==> src/rtl/line_rasterizer.sv <==
// Bresenham line rasteriser: one segment per request/ready handshake, one pixel per clock.
// Define HIDDEN_DASH_EN to draw dontShow segments dashed instead of skipping them.
module line_rasterizer #(
  parameter int COLOR_CHANNEL_DEPTH = 2,
  parameter int SCREEN_W = 160,
  parameter int SCREEN_H = 120
) (
  input  logic                               clock,
  input  logic                               resetn,
  input  logic                               request,
  input  logic [9:0]                         x0,
  input  logic [9:0]                         y0,
  input  logic [9:0]                         x1,
  input  logic [9:0]                         y1,
  input  logic [3*COLOR_CHANNEL_DEPTH-1:0]   color,
  input  logic                               dontShow,
  output logic                               ready,
  output logic [7:0]                         x_pix,
  output logic [6:0]                         y_pix,
  output logic [3*COLOR_CHANNEL_DEPTH-1:0]   color_out,
  output logic                               writeEn
);

  localparam int CW = 3 * COLOR_CHANNEL_DEPTH;
  localparam logic signed [10:0] W_LIM = 11'(SCREEN_W);
  localparam logic signed [10:0] H_LIM = 11'(SCREEN_H);

  typedef enum logic [1:0] {IDLE, LOAD, DRAW, DONE} state_t;

  state_t             state_reg;
  logic [9:0]         x0_reg, y0_reg, x1_reg, y1_reg;
  logic [CW-1:0]      color_reg;
  logic               hide_reg;
  logic signed [10:0] x_reg, y_reg;
  logic signed [11:0] dx_reg, dy_reg, err_reg;
  logic               sx_neg_reg, sy_neg_reg;

  logic signed [11:0] dx_diff, dy_diff, dx_abs, dy_abs, err_next;
  logic signed [12:0] e2;
  logic signed [10:0] x_next, y_next;
  logic               step_x, step_y, visible, at_end, pix_en, skip;

  always_comb begin
    dx_diff  = {{2{x1_reg[9]}}, x1_reg} - {{2{x0_reg[9]}}, x0_reg};
    dy_diff  = {{2{y1_reg[9]}}, y1_reg} - {{2{y0_reg[9]}}, y0_reg};
    dx_abs   = dx_diff[11] ? -dx_diff : dx_diff;
    dy_abs   = dy_diff[11] ? -dy_diff : dy_diff;
    e2       = {err_reg, 1'b0};
    // Both decisions look at the pre-update error term.
    step_x   = e2 >= $signed({dy_reg[11], dy_reg});
    step_y   = e2 <= $signed({dx_reg[11], dx_reg});
    err_next = err_reg + (step_x ? dy_reg : 12'sd0) + (step_y ? dx_reg : 12'sd0);
    x_next   = sx_neg_reg ? x_reg - 11'sd1 : x_reg + 11'sd1;
    y_next   = sy_neg_reg ? y_reg - 11'sd1 : y_reg + 11'sd1;
    visible  = !x_reg[10] && !y_reg[10] && (x_reg < W_LIM) && (y_reg < H_LIM);
    at_end   = (x_reg == {x1_reg[9], x1_reg}) && (y_reg == {y1_reg[9], y1_reg});
  end

`ifdef HIDDEN_DASH_EN
  logic step_odd_reg;
  assign skip   = 1'b0;
  assign pix_en = visible && !(hide_reg && step_odd_reg);
`else
  assign skip   = hide_reg;
  assign pix_en = visible;
`endif

  always_ff @(posedge clock or negedge resetn) begin
    if (!resetn) begin
      state_reg  <= IDLE;
      x0_reg     <= '0;
      y0_reg     <= '0;
      x1_reg     <= '0;
      y1_reg     <= '0;
      color_reg  <= '0;
      hide_reg   <= 1'b0;
      x_reg      <= '0;
      y_reg      <= '0;
      dx_reg     <= '0;
      dy_reg     <= '0;
      err_reg    <= '0;
      sx_neg_reg <= 1'b0;
      sy_neg_reg <= 1'b0;
      ready      <= 1'b0;
      x_pix      <= '0;
      y_pix      <= '0;
      color_out  <= '0;
      writeEn    <= 1'b0;
`ifdef HIDDEN_DASH_EN
      step_odd_reg <= 1'b0;
`endif
    end else begin
      case (state_reg)
        IDLE: begin
          writeEn <= 1'b0;
          if (request) begin
            x0_reg    <= x0;
            y0_reg    <= y0;
            x1_reg    <= x1;
            y1_reg    <= y1;
            color_reg <= color;
            hide_reg  <= dontShow;
            state_reg <= LOAD;
          end
        end
        LOAD: begin
          if (skip) begin
            ready     <= 1'b1;
            state_reg <= DONE;
          end else begin
            dx_reg     <= dx_abs;
            dy_reg     <= -dy_abs;
            err_reg    <= dx_abs - dy_abs;
            sx_neg_reg <= !(dx_diff > 12'sd0);
            sy_neg_reg <= !(dy_diff > 12'sd0);
            x_reg      <= {x0_reg[9], x0_reg};
            y_reg      <= {y0_reg[9], y0_reg};
            state_reg  <= DRAW;
`ifdef HIDDEN_DASH_EN
            step_odd_reg <= 1'b0;
`endif
          end
        end
        DRAW: begin
          x_pix     <= x_reg[7:0];
          y_pix     <= y_reg[6:0];
          color_out <= color_reg;
          writeEn   <= pix_en;
`ifdef HIDDEN_DASH_EN
          step_odd_reg <= !step_odd_reg;
`endif
          if (at_end) begin
            ready     <= 1'b1;
            state_reg <= DONE;
          end else begin
            if (step_x) x_reg <= x_next;
            if (step_y) y_reg <= y_next;
            err_reg <= err_next;
          end
        end
        DONE: begin
          writeEn <= 1'b0;
          if (!request) begin
            ready     <= 1'b0;
            state_reg <= IDLE;
          end
        end
        default: state_reg <= IDLE;
      endcase
    end
  end

endmodule

==> config.mk <==
export PLATFORM = sky130hd
export DESIGN_NAME = line_rasterizer
export DESIGN_NICKNAME = d
export VERILOG_FILES = /design/src/rtl/line_rasterizer.sv
export SDC_FILE = /design/constraint.sdc
export NUM_CORES = 1
export LEC_CHECK = 0
export ABC_AREA = 1
export CAP_MARGIN = 25
export CORE_MARGIN = 8
export CORE_UTILIZATION = 65
export DETAILED_ROUTE_END_ITERATION = 7
export PLACE_DENSITY = 0.87
export SYNTH_ARGS = -nofsm -noshare
export SYNTH_HDL_FRONTEND = slang
export SYNTH_SLANG_ARGS = --single-unit
==> constraint.sdc <==
create_clock -name clock -period 11.4 [get_ports clock]
set_clock_uncertainty 0.1 [all_clocks]
set_input_delay 2.28 -clock clock [delete_from_list [all_inputs] [get_ports clock]]
set_output_delay 2.28 -clock clock [all_outputs]
set_load 0.03 [all_outputs]
==> metrics.csv, run 1 <==
stage;metric;value;unit
route;drt-total-wl;28.3;mm
timing;max-slew-margin-rel;47.6;%
final_layout;final_cell_mix;362 x nand2_1, 176 x inv_1, 132 x dfrtp_1;
logic_synthesis;yosys_warnings;0;
global_routing;antenna_found_initial;0;
final_layout;diodes;0;
logic_synthesis;syn_area_per_cell;7.41;um^2
die;rows;46;
status;status;complete, no violations;
logic_synthesis;synth-seq-cells;132;
route;drt-initial-drc-count;689;
logic_synthesis;synthCells;1401;
global_routing;gr-total-overflow;0;
critical_path;crit_required;11.62;ns
hold_path;min-delay-start;color_out[4]$_DFFE_PN0P_;
die;ioPinCount;73;
clock_tree;post-cts-setup-buffer-count;0;
critical_path;critPathLaunchType;register;
die;dieArea;0.0203;mm^2
clock_tree;clk_pin_slew;0.06;ns
critical_path;crit_path_start;dy_reg[11]$_DFFE_PN0P_;
timing;max_freq;215;MHz
logic_synthesis;yosysSeqAreaShare;31.8;%
timing;hold_viol_final;0;
flow_run;maxCapViolCount;0;
final_layout;fill_cells;1183;
place;gp_congestion;0.956;
die;initial_core_util;65.9;%
final_layout;areaGrowthSynthToFinish;14.9;%
final_layout;final_common_cell;nand2_1;
global_routing;grt_max_degree;80;
place;port_buffers;72;
logic_synthesis;syn_nets;1559;
route;drtPass1Iterations;5;
route;vias;9732;
route;wire_per_inst;16.6;um
place;dp_hpwl;20.6;mm
clock_tree;postCtsHoldBufs;0;
clock_tree;clk_latency;0.43;ns
timing;finalSetupViolations;0;
die;die_y;142;um
route;drtAntennaViolNets;0;
clock_tree;cts_tree;yes;
logic_synthesis;syn_area;0.0104;mm^2
clock_tree;cts_sinks;132;
critical_path;slowest_stage;fa_1;
clock_tree;root_buffer;clkbuf_16;
global_routing;grt_pass1_vias;9769;
clock_tree;h-tree-depth;4;
route;via_per_inst;5.73;
timing;rsz0062_at_grt;no;
logic_synthesis;synth-edff-count;0;
logic_synthesis;yosysTopAreaCell;dfrtp_1;
global_routing;grt_pass1_wl;46.6;mm
final_layout;drive_gt1_share;9.04;%
timing;fin_crit;4.65;ns
die;die_w;142;um
clock_tree;clock_path_buffers;2;
route;drc;0;
die;core;0.0158;mm^2
critical_path;r2r_start;dy_reg[11]$_DFFE_PN0P_;
global_routing;grt_use_total;28.9;%
logic_synthesis;yosys-top-cells-area;dfrtp_1 32%, nand2_1 13%, ha_1 11%;
logic_synthesis;synth_top_cell_area_share;31.8;%
logic_synthesis;yosysUniqueCellTypes;49;
clock_tree;numCtsBuffers;17;
hold_path;hold_class;register to register;
critical_path;crit_path_end_kind;register;
critical_path;slowest_delay;0.52;ns
critical_path;worst_ep_arrival_time;4.88;ns
final_layout;nNetsFinal;1627;
logic_synthesis;synth-main-ff-cell;dfrtp_1;
timing;worst_pin_slew;0.778;ns
critical_path;crit_fanout;10;
critical_path;path_common_cell;nand2_1;
critical_path;path_class;register to register;
timing;period_share;40.8;%
timing;tns;0;ns
clock_tree;ctsResizeCount;0;
logic_synthesis;async_reset_ff_share;100;%
timing;finalMaxSlewViolations;0;
[synthesized netlist by cell type, types with 3 or more instances]
cell type	count
nand4_1	12
dfrtp_1	132
or2_2	10
o2111ai_1	3
xnor2_1	23
o21ai_0	89
a21oi_1	87
inv_2	6
a21oi_2	4
a31oi_1	8
nand2_1	363
nor2_2	3
nand2_4	10
ha_1	91
o21bai_1	4
nor2_1	127
inv_1	176
nand3_1	89
xor2_1	23
nand3_2	5
o31ai_1	5
buf_2	5
clkbuf_1	22
nor4_1	4
nand2_2	17
mux2_2	22
o21a_1	3
fa_1	17
o211ai_1	4
nor2_4	5
nor3_1	8
[kinds of logic (layout without fill, tap and decap cells)]
kind of cell | after synthesis | in the layout | synth area share [%]
AO/OA/AOI/OAI | 217 | 217 | 11.4
XOR/XNOR | 47 | 47 | 4.04
flip-flops | 132 | 132 | 31.8
multiplexers | 22 | 22 | 2.38
buffers and inverters | 213 | 294 | 7.90
AND/OR/NAND/NOR | 662 | 662 | 28.2
adder cells (fa/ha/maj) | 108 | 108 | 14.2
[routing by layer]
| layer | up-vias | GRT usage [%] | routed length (um) |
|---|---|---|---|
| met3 | 91 | 5.94 | 1720 |
| met5 | - | 0 | 0 |
| met2 | 343 | 49.2 | 13900 |
| li1 | 4685 | - | - |
| met4 | 0 | 15.3 | 1100 |
| met1 | 4613 | 33.6 | 11500 |
[cell type report]
type / instances / area [um^2] / share of cell area [%]
inverter: 182 / 683 / 5.73
timing repair buffer: 80 / 800 / 6.70
tap: 216 / 270 / 2.26
sequential: 132 / 3300 / 27.7
clock buffer: 17 / 425 / 3.57
clock inverter: 15 / 180 / 1.51
multi-input combinational: 1056 / 6270 / 52.6
[worst max-delay path, delay by kind of cell (launching register included)]
kind | cells | cell delay, ns
fa+ha+maj | 4 | 1.43
compound gates | 2 | 0.34
buf+inv | 5 | 0.53
simple gates | 17 | 1.74
flops | 1 | 0.41
[through the flow]
stage | cell area (um^2) | utilization (%) | hold WS (ns) | setup slack [ns] | std cells
floorplan | 10400 | - | 0.344 | 7.30 | 1401
global placement | 11300 | 71.6 | 0.352 | 6.93 | 1664
detailed placement | 11300 | 71.6 | 0.358 | 6.77 | 1664
CTS | 11900 | 75.5 | 0.382 | 6.77 | 1696
global route | 11900 | 75.7 | 0.407 | 6.37 | 1698
finish | 11900 | 75.7 | 0.384 | 6.75 | 1698
[final timing paths]
| kind | to | slack (ns) | cells after the start |
|---|---|---|---|
| setup / recovery | err_reg[11]$_DFFE_PN0P_ | 6.75 | 28 |
| hold / removal | color_out[4]$_DFFE_PN0P_ | 0.38 | 2 |
| setup reg to reg | err_reg[11]$_DFFE_PN0P_ | 6.75 | 28 |
| hold reg to reg | color_out[4]$_DFFE_PN0P_ | 0.38 | 2 |
| max in group asynchronous | y_reg[10]$_DFFE_PN0P_ | 8.50 | 3 |
| min in group asynchronous | dx_reg[11]$_DFFE_PN0P_ | 1.69 | 1 |
Power of run 1 is not shown: default switching activity piles up to over one toggle a cycle in this logic, so the estimate is an artifact.
==> inputs of run 2 (changes only) <==
--- a/config.mk
+++ b/config.mk
@@ -8,9 +8,9 @@
 export ABC_AREA = 1
 export CAP_MARGIN = 25
 export CORE_MARGIN = 8
-export CORE_UTILIZATION = 65
+export CORE_UTILIZATION = 61
 export DETAILED_ROUTE_END_ITERATION = 7
-export PLACE_DENSITY = 0.87
+export PLACE_DENSITY = 0.82
 export SYNTH_ARGS = -nofsm -noshare
 export SYNTH_HDL_FRONTEND = slang
 export SYNTH_SLANG_ARGS = --single-unit
==> constraint.sdc (replaced) <==
create_clock -name clock -period 4.75 [get_ports clock]
set_clock_uncertainty 0.1 [all_clocks]
set_input_delay 0.95 -clock clock [delete_from_list [all_inputs] [get_ports clock]]
set_output_delay 0.95 -clock clock [all_outputs]
set_load 0.03 [all_outputs]
==> metrics.csv, run 2 (synthesis results as in run 1) <==
stage;metric;value;unit;change
critical_path;slowest_delay;0.51;ns;about the same
timing;fin_crit;4.44;ns;-0.215 ns
critical_path;slowest_stage;fa_1;;
critical_path;crit_family;simple AND/OR/NAND/NOR gates;;
global_routing;antenna_found_initial;0;;unchanged
final_layout;final_cell_mix;362 x nand2_1, 176 x inv_1, 132 x dfrtp_1;;
place;dp_hpwl;20.6;mm;about the same
die;dieArea;0.0215;mm^2;+5.8%
final_layout;fill_cells;1322;;+12%
die;initial_core_util;62.4;%;-3.5 points
timing;finalMaxSlewViolations;0;;unchanged
route;via_per_inst;5.64;;-1.6%
final_layout;fin_area;0.0120;mm^2;+0.25%
clock_tree;cts_sinks;132;;unchanged
clock_tree;h-tree-depth;4;;unchanged
timing;tns;0;ns;unchanged
timing;rsz0062_at_grt;no;;
die;die_w;146;um;+2.9%
die;die_y;146;um;+2.9%
timing;worst_pin_slew;0.997;ns;+0.219 ns
global_routing;grt_use_total;26.2;%;-2.7 points
critical_path;crit_path_end_kind;register;;
timing;max_freq;225;MHz;+4.8%
place;port_buffers;72;;unchanged
global_routing;grt.busiest_layer;met2;;
global_routing;grt_util_met1;31.2;%;-2.4 points
global_routing;grtUsageMet2;45.4;%;-3.8 points
timing;hold_ws;0.294;ns;-0.0901 ns
global_routing;gr-total-overflow;0;;unchanged
clock_tree;numCtsBuffers;17;;unchanged
status;status;complete, no violations;;
global_routing;grt_max_degree;109;;+36%
final_layout;drive_gt1_share;9.43;%;+0.39 points
place;gp_congestion;0.921;;-3.7%
hold_path;hold_class;input pin to asynchronous set/reset pin;;
critical_path;crit_fanout;7;;-3
timing;period_share;93.4;%;+53 points
global_routing;grt_pass1_vias;9579;;-1.9%
critical_path;path_class;register to register;;
global_routing;grt_pass1_wl;46.3;mm;-0.76%
final_layout;areaGrowthSynthToFinish;15.2;%;
critical_path;worst_ep_arrival_time;4.67;ns;-0.21 ns
final_layout;nNetsFinal;1630;;+0.18%
timing;hold_viol_final;0;;unchanged
global_routing;grt_use_met3;4.79;%;-1.1 points
timing;finalSetupViolations;0;;unchanged
timing;max-slew-margin-rel;33.5;%;-14 points
flow_run;maxCapViolCount;0;;unchanged
critical_path;crit_required;4.98;ns;-6.64 ns
die;ioPinCount;73;;unchanged
route;drtPass1Iterations;6;;+1
route;drt-initial-drc-count;803;;+17%
critical_path;critPathLaunchType;register;;
critical_path;cp_num_buf_inv;5;;unchanged
route;drc;0;;unchanged
die;rows;47;;+2.2%
final_layout;final_common_cell;nand2_1;;
clock_tree;cts_tree;yes;;
final_layout;diodes;0;;unchanged
clock_tree;clock_path_buffers;2;;unchanged
clock_tree;root_buffer;clkbuf_16;;
route;wire_per_inst;16.1;um;-3.0%
route;vias;9618;;-1.2%
place;postPlaceCellArea;0.0113;mm^2;+0.42%
final_layout;ff_latch_area;0.00330;mm^2;unchanged
die;core;0.0166;mm^2;+5.5%
critical_path;path_common_cell;nand2_1;;
final_layout;multi_input_area;0.00629;mm^2;+0.36%
clock_tree;clk_latency;0.44;ns;about the same
clock_tree;clk_pin_slew;0.07;ns;about the same
route;drt-total-wl;27.5;mm;-2.6%
route;drtAntennaViolNets;0;;unchanged
[run 2: cell types whose count changed in the layout (fill, tap and decap cells not counted), sizes merged]
| cell | change |
|---|---|
| bufinv | -2 |
| inv | +5 |
| clkinvlp | +2 |
| buf | +3 |
| clkinv | -5 |
[run 2: area by class of cell]
class,instances,share of cell area (%)
Multi-Input combinational cell,1056,52.6
Clock inverter,15,1.21
Tap cell,220,2.30
Sequential cell,132,27.6
Clock buffer,17,3.56
Timing Repair Buffer,83,7.00
Inverter,182,5.71
[run 2: final timing paths]
| path | start | end | slack [ns] | depth (start not counted) |
|---|---|---|---|---|
| min reg2reg | color_reg[5]$_DFFE_PN0P_ | color_out[5]$_DFFE_PN0P_ | 0.37 | 2 |
| min in group clock | color_reg[5]$_DFFE_PN0P_ | color_out[5]$_DFFE_PN0P_ | 0.37 | 2 |
| max | dy_reg[11]$_DFFE_PN0P_ | err_reg[11]$_DFFE_PN0P_ | 0.31 | 29 |
| min | resetn | err_reg[11]$_DFFE_PN0P_ | 0.29 | 1 |
| max reg2reg | dy_reg[11]$_DFFE_PN0P_ | err_reg[11]$_DFFE_PN0P_ | 0.31 | 29 |
| max in group asynchronous | resetn | y_pix[3]$_DFFE_PN0P_ | 3.55 | 2 |
[run 2: what timing repair did]
item                                    4_1_cts  5_1_grt
endpoints found under the setup margin        0        4
hold buffers                                  0        0
setup buffers                                 0        0
gates resized for setup                       0        4
[run 2: worst register-to-register path: cells and delay by family (launching register included)]
kind,cells,cell delay (ns)
AND/OR/NAND/NOR,17,1.56
adder cells (fa/ha/maj),4,1.42
AO/OA/AOI/OAI,3,0.44
flip-flops,1,0.42
buffers and inverters,5,0.41
[run 2: per-layer routing]
layer | wire (um) | part of all wire [%] | vias to the layer above
met4 | 792 | 2.9 | 0
met1 | 11400 | 41 | 4515
li1 | - | - | 4696
met5 | 0 | 0 | -
met3 | 1880 | 6.8 | 79
met2 | 13400 | 49 | 328
[run 2: stage by stage]
stage	util, %	worst slack [ns]	instances
after global routing	71.9	0.0109	1705
after floorplan	-	0.646	1401
after CTS	71.6	0.219	1704
after detailed placement	68.2	0.221	1672
after global placement	68.0	0.350	1671
final	71.9	0.312	1705
Power of run 2 is left out for the same reason.
